### src/rtl/alu_pkg.sv
// Shared definitions for the 8-bit ALU and its issue controller:
// opcodes, payload structs, FSM encoding and datapath widths.
package alu_pkg;

  localparam int unsigned OPC_W  = 3;
  localparam int unsigned DATA_W = 8;
  localparam int unsigned RES_W  = 16;
  localparam int unsigned WAIT_W = 4;

  localparam logic [OPC_W-1:0] OP_ADD  = 3'b000;
  localparam logic [OPC_W-1:0] OP_SUB  = 3'b001;
  localparam logic [OPC_W-1:0] OP_MUL  = 3'b010;
  localparam logic [OPC_W-1:0] OP_AND  = 3'b011;
  localparam logic [OPC_W-1:0] OP_OR   = 3'b100;
  localparam logic [OPC_W-1:0] OP_NAND = 3'b101;
  localparam logic [OPC_W-1:0] OP_NOR  = 3'b110;
  localparam logic [OPC_W-1:0] OP_XOR  = 3'b111;

  typedef enum logic [1:0] {
    ST_IDLE = 2'd0,
    ST_EXEC = 2'd1,
    ST_RESP = 2'd2
  } state_e;

  typedef struct packed {
    logic [OPC_W-1:0]  opcode;
    logic [DATA_W-1:0] op1;
    logic [DATA_W-1:0] op2;
  } cmd_t;

  typedef struct packed {
    logic [OPC_W-1:0] opcode;
    logic [RES_W-1:0] result;
    logic             flagc;
    logic             flagz;
  } rsp_t;

  // Only ADD/SUB produce a meaningful carry; the ALU holds flagC otherwise.
  function automatic logic carry_valid(input logic [OPC_W-1:0] opcode);
    return (opcode == OP_ADD) || (opcode == OP_SUB);
  endfunction

endpackage

### src/rtl/alu_issue_ctrl.sv
// Issue/response sequencer in front of the combinational ALU: registers the
// ALU inputs, waits an opcode-dependent settle time, then captures the result.
module alu_issue_ctrl
  import alu_pkg::*;
#(
  parameter int unsigned MUL_CYCLES  = 2,
  parameter int unsigned BASE_CYCLES = 1,
  parameter int unsigned CNT_W       = 16
) (
  input  logic              clk,
  input  logic              rst_n,
  input  logic              cmd_valid,
  output logic              cmd_ready,
  input  logic [OPC_W-1:0]  cmd_opcode,
  input  logic [DATA_W-1:0] cmd_op1,
  input  logic [DATA_W-1:0] cmd_op2,
  output logic [OPC_W-1:0]  alu_opcode,
  output logic [DATA_W-1:0] alu_operand1,
  output logic [DATA_W-1:0] alu_operand2,
  input  logic [RES_W-1:0]  alu_result,
  input  logic              alu_flagc,
  input  logic              alu_flagz,
  output logic              rsp_valid,
  input  logic              rsp_ready,
  output logic [OPC_W-1:0]  rsp_opcode,
  output logic [RES_W-1:0]  rsp_result,
  output logic              rsp_flagc,
  output logic              rsp_flagz,
  output logic              busy,
  output logic [CNT_W-1:0]  op_count
);

  if (MUL_CYCLES < 1 || MUL_CYCLES > 15 || BASE_CYCLES < 1 || BASE_CYCLES > 15 || CNT_W < 1)
  begin : g_bad_param
    $error("alu_issue_ctrl: MUL_CYCLES/BASE_CYCLES must be 1..15 and CNT_W >= 1");
  end

  state_e             state_q, state_d;
  logic [WAIT_W-1:0]  cnt_q, cnt_d;
  cmd_t               cmd_q, cmd_d;
  rsp_t               rsp_q, rsp_d;
  logic               rsp_valid_q, rsp_valid_d;
  logic [CNT_W-1:0]   op_count_q, op_count_d;

  // State and datapath registers
  always_ff @(posedge clk or negedge rst_n) begin
    if (!rst_n) begin
      state_q     <= ST_IDLE;
      cnt_q       <= '0;
      cmd_q       <= '0;
      rsp_q       <= '0;
      rsp_valid_q <= 1'b0;
      op_count_q  <= '0;
    end else begin
      state_q     <= state_d;
      cnt_q       <= cnt_d;
      cmd_q       <= cmd_d;
      rsp_q       <= rsp_d;
      rsp_valid_q <= rsp_valid_d;
      op_count_q  <= op_count_d;
    end
  end

  // Next-state and datapath update
  always_comb begin
    state_d     = state_q;
    cnt_d       = cnt_q;
    cmd_d       = cmd_q;
    rsp_d       = rsp_q;
    rsp_valid_d = rsp_valid_q;
    op_count_d  = op_count_q;

    unique case (state_q)
      ST_IDLE: begin
        if (cmd_valid) begin
          cmd_d.opcode = cmd_opcode;
          cmd_d.op1    = cmd_op1;
          cmd_d.op2    = cmd_op2;
          rsp_d.opcode = cmd_opcode;
          cnt_d        = (cmd_opcode == OP_MUL) ? WAIT_W'(MUL_CYCLES) : WAIT_W'(BASE_CYCLES);
          state_d      = ST_EXEC;
        end
      end
      ST_EXEC: begin
        cnt_d = cnt_q - WAIT_W'(1);
        if (cnt_q == WAIT_W'(1)) begin
          rsp_d.result = alu_result;
          rsp_d.flagz  = alu_flagz;
          rsp_d.flagc  = carry_valid(cmd_q.opcode) ? alu_flagc : 1'b0;
          rsp_valid_d  = 1'b1;
          state_d      = ST_RESP;
        end
      end
      ST_RESP: begin
        if (rsp_ready) begin
          rsp_valid_d = 1'b0;
          op_count_d  = op_count_q + CNT_W'(1);
          state_d     = ST_IDLE;
        end
      end
      default: state_d = ST_IDLE;
    endcase
  end

  // cmd_ready and busy are decoded from state, so cmd_ready reads 1 in reset
  assign cmd_ready    = (state_q == ST_IDLE);
  assign busy         = (state_q != ST_IDLE);
  assign alu_opcode   = cmd_q.opcode;
  assign alu_operand1 = cmd_q.op1;
  assign alu_operand2 = cmd_q.op2;
  assign rsp_valid    = rsp_valid_q;
  assign rsp_opcode   = rsp_q.opcode;
  assign rsp_result   = rsp_q.result;
  assign rsp_flagc    = rsp_q.flagc;
  assign rsp_flagz    = rsp_q.flagz;
  assign op_count     = op_count_q;

endmodule

### config.mk
export PLATFORM = sky130hd
export DESIGN_NAME = alu_issue_ctrl
export DESIGN_NICKNAME = d
export VERILOG_FILES = /design/src/rtl/alu_pkg.sv /design/src/rtl/alu_issue_ctrl.sv
export SDC_FILE = /design/constraint.sdc
export NUM_CORES = 1
export LEC_CHECK = 0
export CAP_MARGIN = 20
export CORE_ASPECT_RATIO = 0.7
export CORE_MARGIN = 2
export CORE_UTILIZATION = 26
export CTS_CLUSTER_DIAMETER = 30
export DETAILED_ROUTE_END_ITERATION = 8
export SETUP_SLACK_MARGIN = 0.4
export SLEW_MARGIN = 15
export SYNTH_ARGS = -nofsm -noshare
export SYNTH_HDL_FRONTEND = slang
export SYNTH_SLANG_ARGS = --single-unit
### constraint.sdc
create_clock -name clk -period 2.95 [get_ports clk]
set_input_delay 0.885 -clock clk [delete_from_list [all_inputs] [get_ports clk]]
set_output_delay 0.885 -clock clk [all_outputs]
set_load 0.01 [all_outputs]
==> results.md, run 1 <==
- In this run the number of H-tree levels came out at 3.
- At the pin with the least slew margin, the transition time is 0.573 ns.
- After the first detailed-routing iteration, the DRC count stood at between 80 and 90.
- The final global-route overflow total is 0.
- The number of gates resized after CTS was 0.
- The final period demand of the worst path is between 2 and 2.5 ns.
- The detailed-route wire length is around 5500 um.
- STA classifies the critical path startpoint as a flip-flop.
- The final layout contains between 300 and 400 nets.
- Using the TritonRoute via totals, the vias-per-cell ratio works out to approximately 4.2.
- The number of antenna repair diodes is 0.
- The critical path required time is 2.07 ns.
- The path depth of the worst reg2reg path is 6.
- The signed area change from the synthesized netlist to the final layout is 56.5%.
- For this design the ratio of total power to cell area is just under 1000 nW/um2.
- The most critical setup path has its endpoint at cmd_ready.
- After detailed routing, the number of remaining DRC violations is 0.
- The share of cells above drive strength 1 is about 10%.
- The aggregate global-route resource usage is a little under an eighth.
- The clock-pin slew reported for the worst setup and hold paths after clock tree synthesis is about 0.06 ns.
- The number of nets in the synthesized netlist is roughly 230.
- The die width is about 120 um.
- The worst pin sits at a relative slew slack of between 60% and 70%.
- The number of global-route vias before repair is 1695.
- The initial utilization of the core area, before any placement, comes to 27.1%.
- From bottom edge to top edge, the die measures around 86 um.
- The number of antenna violations at the first check in global routing is 0.
- The number of pins with negative max-slew slack in the final report is 0.
- The type of the worst setup path is flip-flop to output pin.
- The min-delay analysis places its worst path in the category input port to asynchronous set/reset pin.
- The average wire per standard cell is roughly 13 um.
- TritonCTS built the clock tree.
- After routing the design area is 3900 um2.
- The number of endpoints with negative hold slack in the final report is 0.
- The largest vdd supply drop is between 0.0003 and 0.0004 V.
- The run finished with clean final reports.
- Setup repair after global routing left no endpoint under its margin.
- The wire length of the first global-routing pass is approximately 8900 um.
- The part of the Yosys area used for sequential elements is 60.3%.
- The critical-path cell with the highest stage delay is sky130_fd_sc_hd__clkdlybuf4s50_1.
- The sum of net half-perimeters after detailed placement is about 4100 um.
- The non-filler instance count after layout is about 420.
- The setup skew after layout is about 0.0066 ns.
- The floorplan step defined a core boundary enclosing 9180 um2.
- The final cell utilization of the core is 42.4%.
- The leakage power is between 1.5 and 2 nW.
- The setup total negative slack is 0 ns.
- After synthesis the netlist holds a flip-flop and latch count of 60.
- In this run, post-CTS hold repair placed 0 buffers.
- The total number of yosys warnings is 0.
- The number of I/O port buffers is 99.
- Fill cells in the final layout number 852.
- After technology mapping, the gate count stands at about 180.
- The maximum frequency from static timing analysis is roughly 420 MHz.
- The cell area after technology mapping is about 2500 um2.
- The worst register-to-register path ends at rsp_result[12]$_DFFE_PN0P_.
- The data arrival time at the worst-slack endpoint is around 1.5 ns.
- The clock passes through at most 2 buffers.
- The via count of the routed design is about 1700.
- The tree is rooted in a sky130_fd_sc_hd__clkbuf_16.
- Including well taps, the total number of placed cells is roughly 400.
- 100 I/O pins were placed.
- Traced cell by cell, the critical path runs through nor2_4 -> clkdlybuf4s50_1.
- The number of sinks on the clock net is 60.
- Once detail routing completed, the nets flagged for antenna violations numbered 0.
- The floorplan has 29 rows.
- The clock reaches the later pin of the worst-skew pair after 0.32 ns.
- The peak per-stage delay on the critical path is 0.56 ns.
- The worst reg-to-reg setup slack is ~1.3 ns.
- The total setup buffers inserted after CTS is 0.
- The startpoint identified for the worst register-to-register timing path is cnt_q[1]$_DFFE_PN0P_.
- Setup violations remaining at the end of the flow were counted as 0.
- The die covers slightly above 10000 um2.
- In this run the worst setup path begins at state_q[0]$_DFFE_PN0P_.
- The average footprint of a synthesized cell is 13.6 um2.
- The biggest fanout along the worst timing path is 6.
- Entering global routing, the biggest net connects 29 pins.
- The post-place instance area is 3610 um2.
- The number of max-capacitance violations reported is 0.
- The weighted congestion reported at the end of routability-driven placement is ~0.74.
- In this run, CTS created clock tree buffers numbering 9.
- The total iterations of the first detailed-routing run is 3.
- The category of the worst setup path capture point is an output pin.
- The fraction of the cycle the final worst path needs is between 80% and 90%.
- The number of different library cells used by synthesis comes to 31.
- The worst slack on hold paths is approximately 0.4 ns.
## cell families after synthesis
| kind of cell | synth area share (%) |
|---|---|
| simple gates | 12.2 |
| buf+inv | 2.36 |
| mux | 16.3 |
| xor+xnor | 5.28 |
| fa+ha+maj | 1.51 |
| flops | 60.3 |
| compound gates | 2.11 |
## worst min-delay path by stage
stage / start / to / slack [ns]
floorplan: cnt_q[3]$_DFFE_PN0P_ / cnt_q[3]$_DFFE_PN0P_ / 0.45
global placement: cnt_q[3]$_DFFE_PN0P_ / cnt_q[3]$_DFFE_PN0P_ / 0.47
detailed placement: cnt_q[3]$_DFFE_PN0P_ / cnt_q[3]$_DFFE_PN0P_ / 0.47
CTS: rst_n / rsp_opcode[0]$_DFFE_PN0P_ / 0.39
global route: rst_n / alu_operand2[7]$_DFFE_PN0P_ / 0.41
finish: rst_n / alu_operand2[7]$_DFFE_PN0P_ / 0.39
## cells in the mapped netlist
cell type	n	area [um2]
sky130_fd_sc_hd__inv_1	3	11.3
sky130_fd_sc_hd__nand3_1	7	35.0
sky130_fd_sc_hd__xor2_1	6	52.6
sky130_fd_sc_hd__nor2_2	1	6.26
sky130_fd_sc_hd__o21ai_1	2	10.0
sky130_fd_sc_hd__a21oi_1	3	15.0
sky130_fd_sc_hd__nand4_4	1	21.3
sky130_fd_sc_hd__nor3_2	1	10.0
sky130_fd_sc_hd__or2b_1	1	7.51
sky130_fd_sc_hd__mux2_1	31	349
sky130_fd_sc_hd__nand2_1	14	52.6
sky130_fd_sc_hd__and3b_2	1	10.0
sky130_fd_sc_hd__nand2_2	1	6.26
sky130_fd_sc_hd__ha_1	3	37.5
sky130_fd_sc_hd__a211oi_1	1	7.51
sky130_fd_sc_hd__or4_1	1	7.51
sky130_fd_sc_hd__nand2b_1	2	12.5
sky130_fd_sc_hd__and4_1	2	17.5
sky130_fd_sc_hd__buf_2	2	10.0
sky130_fd_sc_hd__mux2_2	5	56.3
sky130_fd_sc_hd__nand4_1	2	12.5
sky130_fd_sc_hd__buf_4	5	37.5
sky130_fd_sc_hd__nor2_1	7	26.3
sky130_fd_sc_hd__dfrtp_1	60	1500
sky130_fd_sc_hd__and3_1	3	18.8
sky130_fd_sc_hd__nor3_4	1	16.3
sky130_fd_sc_hd__xnor2_1	9	78.8
sky130_fd_sc_hd__nor3b_1	2	15.0
sky130_fd_sc_hd__and2b_1	1	7.51
sky130_fd_sc_hd__o21ai_0	4	20.0
sky130_fd_sc_hd__nand3b_4	1	20.0
## stage by stage
stage                     setup WS [ns]  power [mW]
after floorplan                    1.29        2.04
after global placement            0.615        2.83
after detailed placement          0.578        2.85
after CTS                         0.441        3.89
after global routing              0.471        4.07
final                             0.544        3.83
## layout by cell type, fill, tap and decap left out, types with 3 or more instances in the layout
cell type	instances
sky130_fd_sc_hd__a21oi_1	3
sky130_fd_sc_hd__and3_1	3
sky130_fd_sc_hd__buf_4	3
sky130_fd_sc_hd__clkbuf_16	9
sky130_fd_sc_hd__clkdlybuf4s50_1	98
sky130_fd_sc_hd__clkinv_2	3
sky130_fd_sc_hd__dfrtp_1	60
sky130_fd_sc_hd__ha_1	3
sky130_fd_sc_hd__inv_1	3
sky130_fd_sc_hd__mux2_1	31
sky130_fd_sc_hd__mux2_2	5
sky130_fd_sc_hd__nand2_1	14
sky130_fd_sc_hd__nand3_1	7
sky130_fd_sc_hd__nor2_1	7
sky130_fd_sc_hd__o21ai_0	4
sky130_fd_sc_hd__xnor2_1	9
sky130_fd_sc_hd__xor2_1	6
## power by group
group | switching [mW] | total, mW | internal [mW]
logic | 0.586 | 1.47 | 0.882
clock network | 0.353 | 1.00 | 0.649
registers | 0.209 | 1.36 | 1.15
## flip-flops by register name, indices dropped and copies added (netlist names)
register and cells:
alu_operand2 8, rsp_flagc 1, rsp_flagz 1, rsp_result 16
rsp_valid 1, state_q 2, rsp_opcode 3, alu_operand1 8
cnt_q 4, op_count 16
## cell type report
class	instances	area, um2	area share [%]
clock inverters	5	52.6	1.35
clock buffers	11	233	5.97
flip-flops and latches	60	1500	38.5
repair buffers	102	1010	25.9
multi-input cells	113	935	24.0
inverters	3	11.3	0.289
well taps	124	155	3.98
## per-layer routing
layer,wire (um),global-route usage [%]
met1,2770,16.1
met2,2310,15.6
met5,0,0
met4,57,3.49
met3,408,4.99
## critical path: cells and delay by family, from the launching register on
| kind | cells | cell delay, ns |
|---|---|---|
| and+or+nand+nor | 1 | 0.19 |
| DFF | 1 | 0.45 |
| buffers and inverters | 1 | 0.56 |
(Power assumes the default switching activity.)
==> run 2: changes to the inputs <==
- clock period: 2.95 -> 2.1 ns (I/O delays scaled with it)
==> run 2 against run 1 <==
  * Clock power increased by 59%
  * Wire length increased by 1.4%
  * Clock skew increased by 0.0023 ns
  * Hold slack got worse by 0.098 ns
  * Non-clock buffer count increased by 17
  * Critical path type unchanged
  * Highest routed layer unchanged
  * Register-to-register slack got worse by 0.79 ns
  * Flip-flop and latch count unchanged
  * Critical path depth increased by 1
  * Largest power group unchanged
  * Setup slack got worse by 0.11 ns
  * Die area unchanged
==> results.md, run 2 (synthesis results as in run 1) <==
- The run finished with clean final reports.
- The starting utilization of the core area is between 20% and 30%.
- The die width is approximately 120 um.
- The final route contains around 1800 vias.
- The startpoint of the most critical register-to-register path is state_q[0]$_DFFE_PN0P_.
- Derived from the worst setup path, the maximum achievable clock frequency is approximately 600 MHz.
- The design draws approximately 5.3 mW.
- For this run, the total global-route usage over all layers was measured as a little under an eighth.
- The total iterations of the first detailed-routing run is 3.
- The number of I/O port buffers is 99.
- The most common cell after layout, fill and taps aside is sky130_fd_sc_hd__dlygate4sd2_1.
- For this design the total switching power over the nets is between 1.5 and 2 mW.
- For this run, design rule violations remaining after detail routing come to 0.
- The data arrival time at the worst-slack endpoint is about 1.0 ns.
- The first global-routing pass estimated between 9000 and 10000 um of wire.
- The floorplan die area is about 10000 um2.
- On the final layout, the worst clock skew is a little under 0.009 ns.
- The number of global-route vias before repair is 1851.
- After clock tree synthesis, the clock-pin slew on the worst setup and hold paths is about 0.050 ns.
- The number of pins with negative max-slew slack in the final report was 0.
- Along the worst path, the maximum fanout reaches 3.
- The proportion of total power due to net switching is 30.0%.
- Relative to the synthesized area, the layout overhead comes to 61.6%.
- In this run the remaining antenna-violating nets after routing total 0.
- The filler cells instantiated in the layout total between 800 and 900.
- The maximum number of pins on one net before global-route repair is 61.
- The number of buffers between clock root and the deepest sink is 2.
- The average wire per standard cell is 12.9 um.
- The clock latency reported for the late side of the worst-skew pair is ~0.32 ns.
- The clock tree root driver cell is sky130_fd_sc_hd__clkbuf_16.
- The leakage power is between 1.5 and 2 nW.
- The TritonCTS clock tree is yes.
- The clock power share is around 30%.
- The critical register-to-register path endpoint is rsp_result[13]$_DFFE_PN0P_.
- The count of endpoints failing setup in the final report is 0.
- The slew at the pin with the worst max-slew slack is 0.329 ns.
- After layout, the minimum clock period comes to roughly 1.7 ns.
- The worst setup path is of the flip-flop to output pin kind.
- The library cells used most frequently in the layout, excluding fill and tap cells, are 58 x sky130_fd_sc_hd__dlygate4sd2_1, 56 x sky130_fd_sc_hd__dfrtp_1, 38 x sky130_fd_sc_hd__clkdlybuf4s50_1.
- The number of H-tree levels is 3.
- The area inside the core boundary is between 9000 and 10000 um2.
- The number of max-capacitance violations reported is 0.
- The number of cell rows is 29.
- The share of cells above drive strength 1 is 17.4%.
- Measured in cells, the most critical reg-to-reg path has a length of 5.
- Of the total power, registers draw approximately a third.
- The largest vdd supply drop is between 0.0004 and 0.0005 V.
- Cell internal power was estimated by the tool at 3.73 mW.
- The number of buffers created by CTS is 9.
- Routability-driven placement finished with a final weighted congestion of approximately 0.7.
- 100 I/O pins were placed.
- After routing, the total negative slack on setup checks comes to 0 ns.
- The detailed-route wire length is between 5000 and 6000 um.
- The total overflow left after global routing is 0.
- The number of endpoints with negative hold slack in the final report is 0.
- The worst setup path is captured at an output pin.
- The number of nets in the final layout is 350.
- The number of antenna repair diodes is 0.
- The number of DRC markers in iteration 0 is 60.
- Setup repair after global routing could not meet its margin everywhere.
- The per-cell via count in the routed design is roughly 4.2.
- The cell area power density is 1320 nW/um2.
- The kind of start point of the critical path is a flip-flop.
- The worst reg-to-reg setup slack is roughly 0.55 ns.
- The fraction of the cycle the final worst path needs is 79.2%.
- Once detailed placement completed, the half-perimeter wirelength came to between 3000 and 4000 um.
- The number of antenna violations at the first check in global routing is 0.
- The tree built by TritonCTS fans out to 60 sinks.
- Headroom to the max-slew limit came out at between 70% and 80%.
- The height of the die is approximately 86 um.
- The combinational cell fraction of total power is about a third.
- In this run the worst hold path is classified as input port to asynchronous set/reset pin.
- For the worst setup path, the data required time is 1.47 ns.
==> run 2: area by class of cell <==
type	count	area (um2)	share of cell area, %
Clock buffer	13	260	6.47
Timing Repair Buffer	119	1080	26.9
Tap cell	124	155	3.86
Sequential cell	60	1510	37.4
Multi-Input combinational cell	113	940	23.4
Clock inverter	3	68.8	1.71
Inverter	3	11.3	0.280
==> run 2: worst max-delay path by stage <==
stage,end,slack [ns],start
2_1_floorplan,rsp_result[10]$_DFFE_PN0P_,0.63,cnt_q[1]$_DFFE_PN0P_
3_3_place_gp,op_count[9]$_DFFE_PN0P_,0.07,rsp_ready
3_5_place_dp,op_count[14]$_DFFE_PN0P_,0.02,rsp_ready
4_1_cts,cmd_ready,0.30,state_q[1]$_DFFE_PN0P_
6_report,busy,0.44,state_q[1]$_DFFE_PN0P_
5_1_grt,busy,0.37,state_q[1]$_DFFE_PN0P_
==> run 2: power groups by stage <==
stage	Combinational [mW]	Clock, mW	Sequential (mW)
5_1_grt	2.07	1.70	1.93
2_1_floorplan	0.783	0	2.08
4_1_cts	1.89	1.64	1.87
3_3_place_gp	2.14	0	1.90
6_report	1.87	1.59	1.86
3_5_place_dp	2.16	0	1.91
==> run 2: timing repair <==
| action | 4_1_cts | 5_1_grt |
|---|---|---|
| pin swaps | 2 | 0 |
| setup buffers | 9 | 6 |
| endpoints found under the setup margin | 62 | 22 |
| hold buffers | 0 | 0 |
| gates resized for setup | 68 | 4 |
==> run 2: worst max-delay path: stages (launching register included) <==
cell and delay, ns:
sky130_fd_sc_hd__dfrtp_1 0.40, sky130_fd_sc_hd__nor2_4 0.14, sky130_fd_sc_hd__inv_1 0.05, sky130_fd_sc_hd__buf_2 0.13
==> run 2: per-layer routing <==
layer,wire length (um),GRT usage (%)
met2,2440,17.6
met5,0,0
met3,433,5.32
met1,2700,14.6
met4,57,3.70
==> run 2: stage by stage <==
step | setup slack [ns] | cell area (um2) | hold WS [ns] | util, % | std cells
floorplan | 0.630 | 2490 | 0.334 | - | 183
global placement | 0.0697 | 3650 | 0.467 | 39.7 | 404
detailed placement | 0.0213 | 3650 | 0.470 | 39.7 | 404
CTS | 0.296 | 3970 | 0.315 | 43.3 | 429
global route | 0.367 | 4020 | 0.336 | 43.8 | 435
finish | 0.436 | 4020 | 0.296 | 43.8 | 435
==> run 3: changes to the inputs <==
- clock period: 2.1 -> 1.45 ns (I/O delays scaled with it)
==> run 3 against run 2 <==
  * The flow now finishes with violations (negative setup slack)
  * Power up 69%
  * Register-to-register slack got worse by 0.67 ns
  * Cell count rose by 8.0%
  * Utilization up 4.9 points
  * Combinational power up 130%
  * Largest power group unchanged
  * Sequential power increased by 50%
==> results.md, run 3 (synthesis results as in run 1) <==
- The maximum frequency from static timing analysis is roughly 640 MHz.
- The count of endpoints failing setup in the final report is 39.
- In this run the worst setup path begins at cnt_q[1]$_DFFE_PN0P_.
- The number of antenna violations at the first check in global routing was 0.
- The number of antenna repair diodes is 0.
- Entering global routing, the biggest net connects ~60 pins.
- The endpoint identified for the worst register-to-register timing path is rsp_result[12]$_DFFE_PN0P_.
- The number of sinks on the clock net is 60.
- The worst register-to-register path begins at cnt_q[1]$_DFFE_PN0P_.
- The H-tree was split into 3 levels.
- The largest individual stage delay along the critical path comes from the cell sky130_fd_sc_hd__dfrtp_1.
- The signal on the critical path passes through inv_2 -> ha_4 -> nor3b_4 -> nand2_4 -> clkbuf_16 -> mux2_4.
- The number of buffers and inverters on the critical path is 2.
- Leaving out fill and tap cells, the most frequent cell in the layout is sky130_fd_sc_hd__dfrtp_1.
- The number of endpoints with negative hold slack in the final report is 0.
- The cell area power density is 2010 nW/um2.
- Max-cap violations in this run came to 0.
- The final global-route overflow total is 0.
- The aggregate global-route resource usage is 12.7%.
- The worst setup path is launched from a flip-flop.
- The number of I/O port buffers is 99.
- In this run the tightest slew margin relative to its limit is ~58%.
- For the pin with the worst max-slew slack, the measured transition is about 0.63 ns.
- The remaining number of nets flagged by the antenna check after routing is 0.
- The number of buffers created by CTS is 9.
- For this run, the share of the core covered by cells in the final layout is 48.8%.
- For the worst flop-to-flop path, the logic depth is 6.
- The clock-pin slew reported for the worst setup and hold paths after clock tree synthesis is about 0.050 ns.
- The number of pins with negative max-slew slack in the final report is 0.
- The sequential cells in the finished layout cover a total of approximately 1500 um2.
- The area inside the core boundary is around 9200 um2.
- The share of cells above drive strength 1 is around three fifths.
- The die is 85.9 um tall.
- The floorplan step set the die width to between 100 and 150 um.
- STA classifies the critical path endpoint as a flip-flop.
- The multi-input combinational cell area is about 1200 um2.
- The critical path required time is 1.66 ns.
- The floorplan die area is 10400 um2.
- Along the worst path, the maximum fanout reaches 5.
- For the final database, setup skew stands at 0.00329 ns.
- The flow ran to the end, but the final reports show violations.
- Counting the fill cells in the layout gives ~850.
- Detailed placement ended at an HPWL of 4110 um.
- The critical path crosses 6 cells after its start point.
- The net count of the finished layout is between 300 and 400.
- The starting utilization of the core area is between 20% and 30%.
- The first TritonRoute pass finished after 4 iterations.
- For the worst-skew pair, the clock arrives at the later sink with an insertion delay of around 0.33 ns.
- The final reports fail on negative setup slack.
- The completed layout was analyzed and its total power is ~9 mW.
- The largest vdd supply drop is 0.000979 V.
- The TritonCTS clock tree is yes.
- The critical path ends at rsp_result[12]$_DFFE_PN0P_.
- The largest single stage delay on the critical path is approximately 0.4 ns.
- Routability-driven placement finished with a final weighted congestion of about 0.72.
- The per-cell via count in the routed design is between 4 and 5.
- The average wire per standard cell is between 10 and 15 um.
- In this run, the number of DRC markers left after iteration 0 of detailed routing was 70.
- In the layout the commonest cells are 55 x sky130_fd_sc_hd__dfrtp_1, 44 x sky130_fd_sc_hd__buf_2, 38 x sky130_fd_sc_hd__clkdlybuf4s50_1, 38 x sky130_fd_sc_hd__buf_4, 31 x sky130_fd_sc_hd__mux2_4.
- The top cell family by delay on the critical path is flip-flops.
- Summed over all layers, the routed wires come to between 6000 and 7000 um.
- The area growth from synthesis to layout is 79.8%.
- The worst reg-to-reg setup slack is -0.12 ns.
- The type of the worst setup path is flip-flop to flip-flop.
- The number of global-route vias before repair was roughly 1900.
- In this run the clock root is driven by a sky130_fd_sc_hd__clkbuf_16.
- The longest clock path from root to sink contains 2 buffers.
- Setup repair after global routing could not meet its margin everywhere.
- Row generation in the floorplan step produced 29 rows.
- The worst path setup slack after routing is -0.121 ns.
- The fraction of the cycle the final worst path needs is 108%.
- The class of the tightest hold or removal check is input port to asynchronous set/reset pin.
- The leakage power is around 2.3 nW.
- The data arrival time at the worst-slack endpoint is between 1.5 and 2 ns.
- The DRC violation count after routing is 0.
- The first global-routing pass estimated approximately 9900 um of wire.
- The routed design could run at a clock period as short as 1.57 ns.
- Pin placement for this block handled 100 I/O pins.
- The final route contains 1994 vias.
run 3: cell count changes in the layout (fill, tap and decap cells not counted), sizes merged:
cell | previous run | this run
buf | 22 | 114
dlygate4sd2 | 58 | 1
bufinv | 2 | 0
clkbuf | 14 | 15
clkinv | 1 | 2
run 3: worst min path at each step:
stage	from	endpoint	slack, ns
floorplan	rst_n	alu_operand1[0]$_DFFE_PN0P_	0.14
global placement	rst_n	rsp_result[5]$_DFFE_PN0P_	0.47
detailed placement	rsp_valid$_DFFE_PN0P_	rsp_valid$_DFFE_PN0P_	0.47
CTS	rst_n	rsp_result[8]$_DFFE_PN0P_	0.12
global route	rst_n	rsp_result[8]$_DFFE_PN0P_	0.13
finish	rst_n	rsp_result[8]$_DFFE_PN0P_	0.12
run 3: worst register-to-register path: cells and delay by family (launching register included):
kind          cells  cell delay, ns
mux               1            0.30
fa+ha+maj         1            0.12
flops             1            0.39
simple gates      2            0.37
buf+inv           2            0.28
run 3: metal layers:
metal | routed length (um) | track usage [%] | vias up
li1 | - | - | 950
met1 | 2970 | 16.6 | 962
met2 | 2850 | 17.9 | 75
met3 | 633 | 7.58 | 7
met4 | 53 | 3.17 | 0
met5 | 0 | 0 | -
run 3: layout make-up:
type	count	area share (%)
Sequential cell	60	33.7
Multi-Input combinational cell	113	26.9
Timing Repair Buffer	154	29.8
Clock inverter	2	0.224
Inverter	3	0.251
Tap cell	124	3.46
Clock buffer	14	5.67
run 3: timing repair:
action                     CTS  global route
resized for setup          270            31
setup endpoints to repair  119           119
cloned                       1             2
buffers inserted            20             8
pin swaps                    7             6
hold buffers                 0             0
run 3: where the power goes:
part	total, mW	switching [mW]	leakage [nW]	internal (mW)
combinational	4.31	1.64	1.40	2.67
clock	1.90	0.703	0.131	1.20
sequential	2.79	0.438	0.733	2.35
total	9.00	2.78	2.27	6.22
run 3: through the flow:
stage	std cells	setup WS, ns	area, um2	hold slack (ns)	setup TNS [ns]
after global routing	470	-0.159	4480	0.133	-4.61
after detailed placement	423	-0.344	3950	0.471	-8.14
final	470	-0.121	4480	0.116	-2.59
after CTS	460	-0.109	4240	0.120	-1.62
after global placement	423	-0.324	3950	0.466	-7.58
after floorplan	183	0.0482	2650	0.139	0
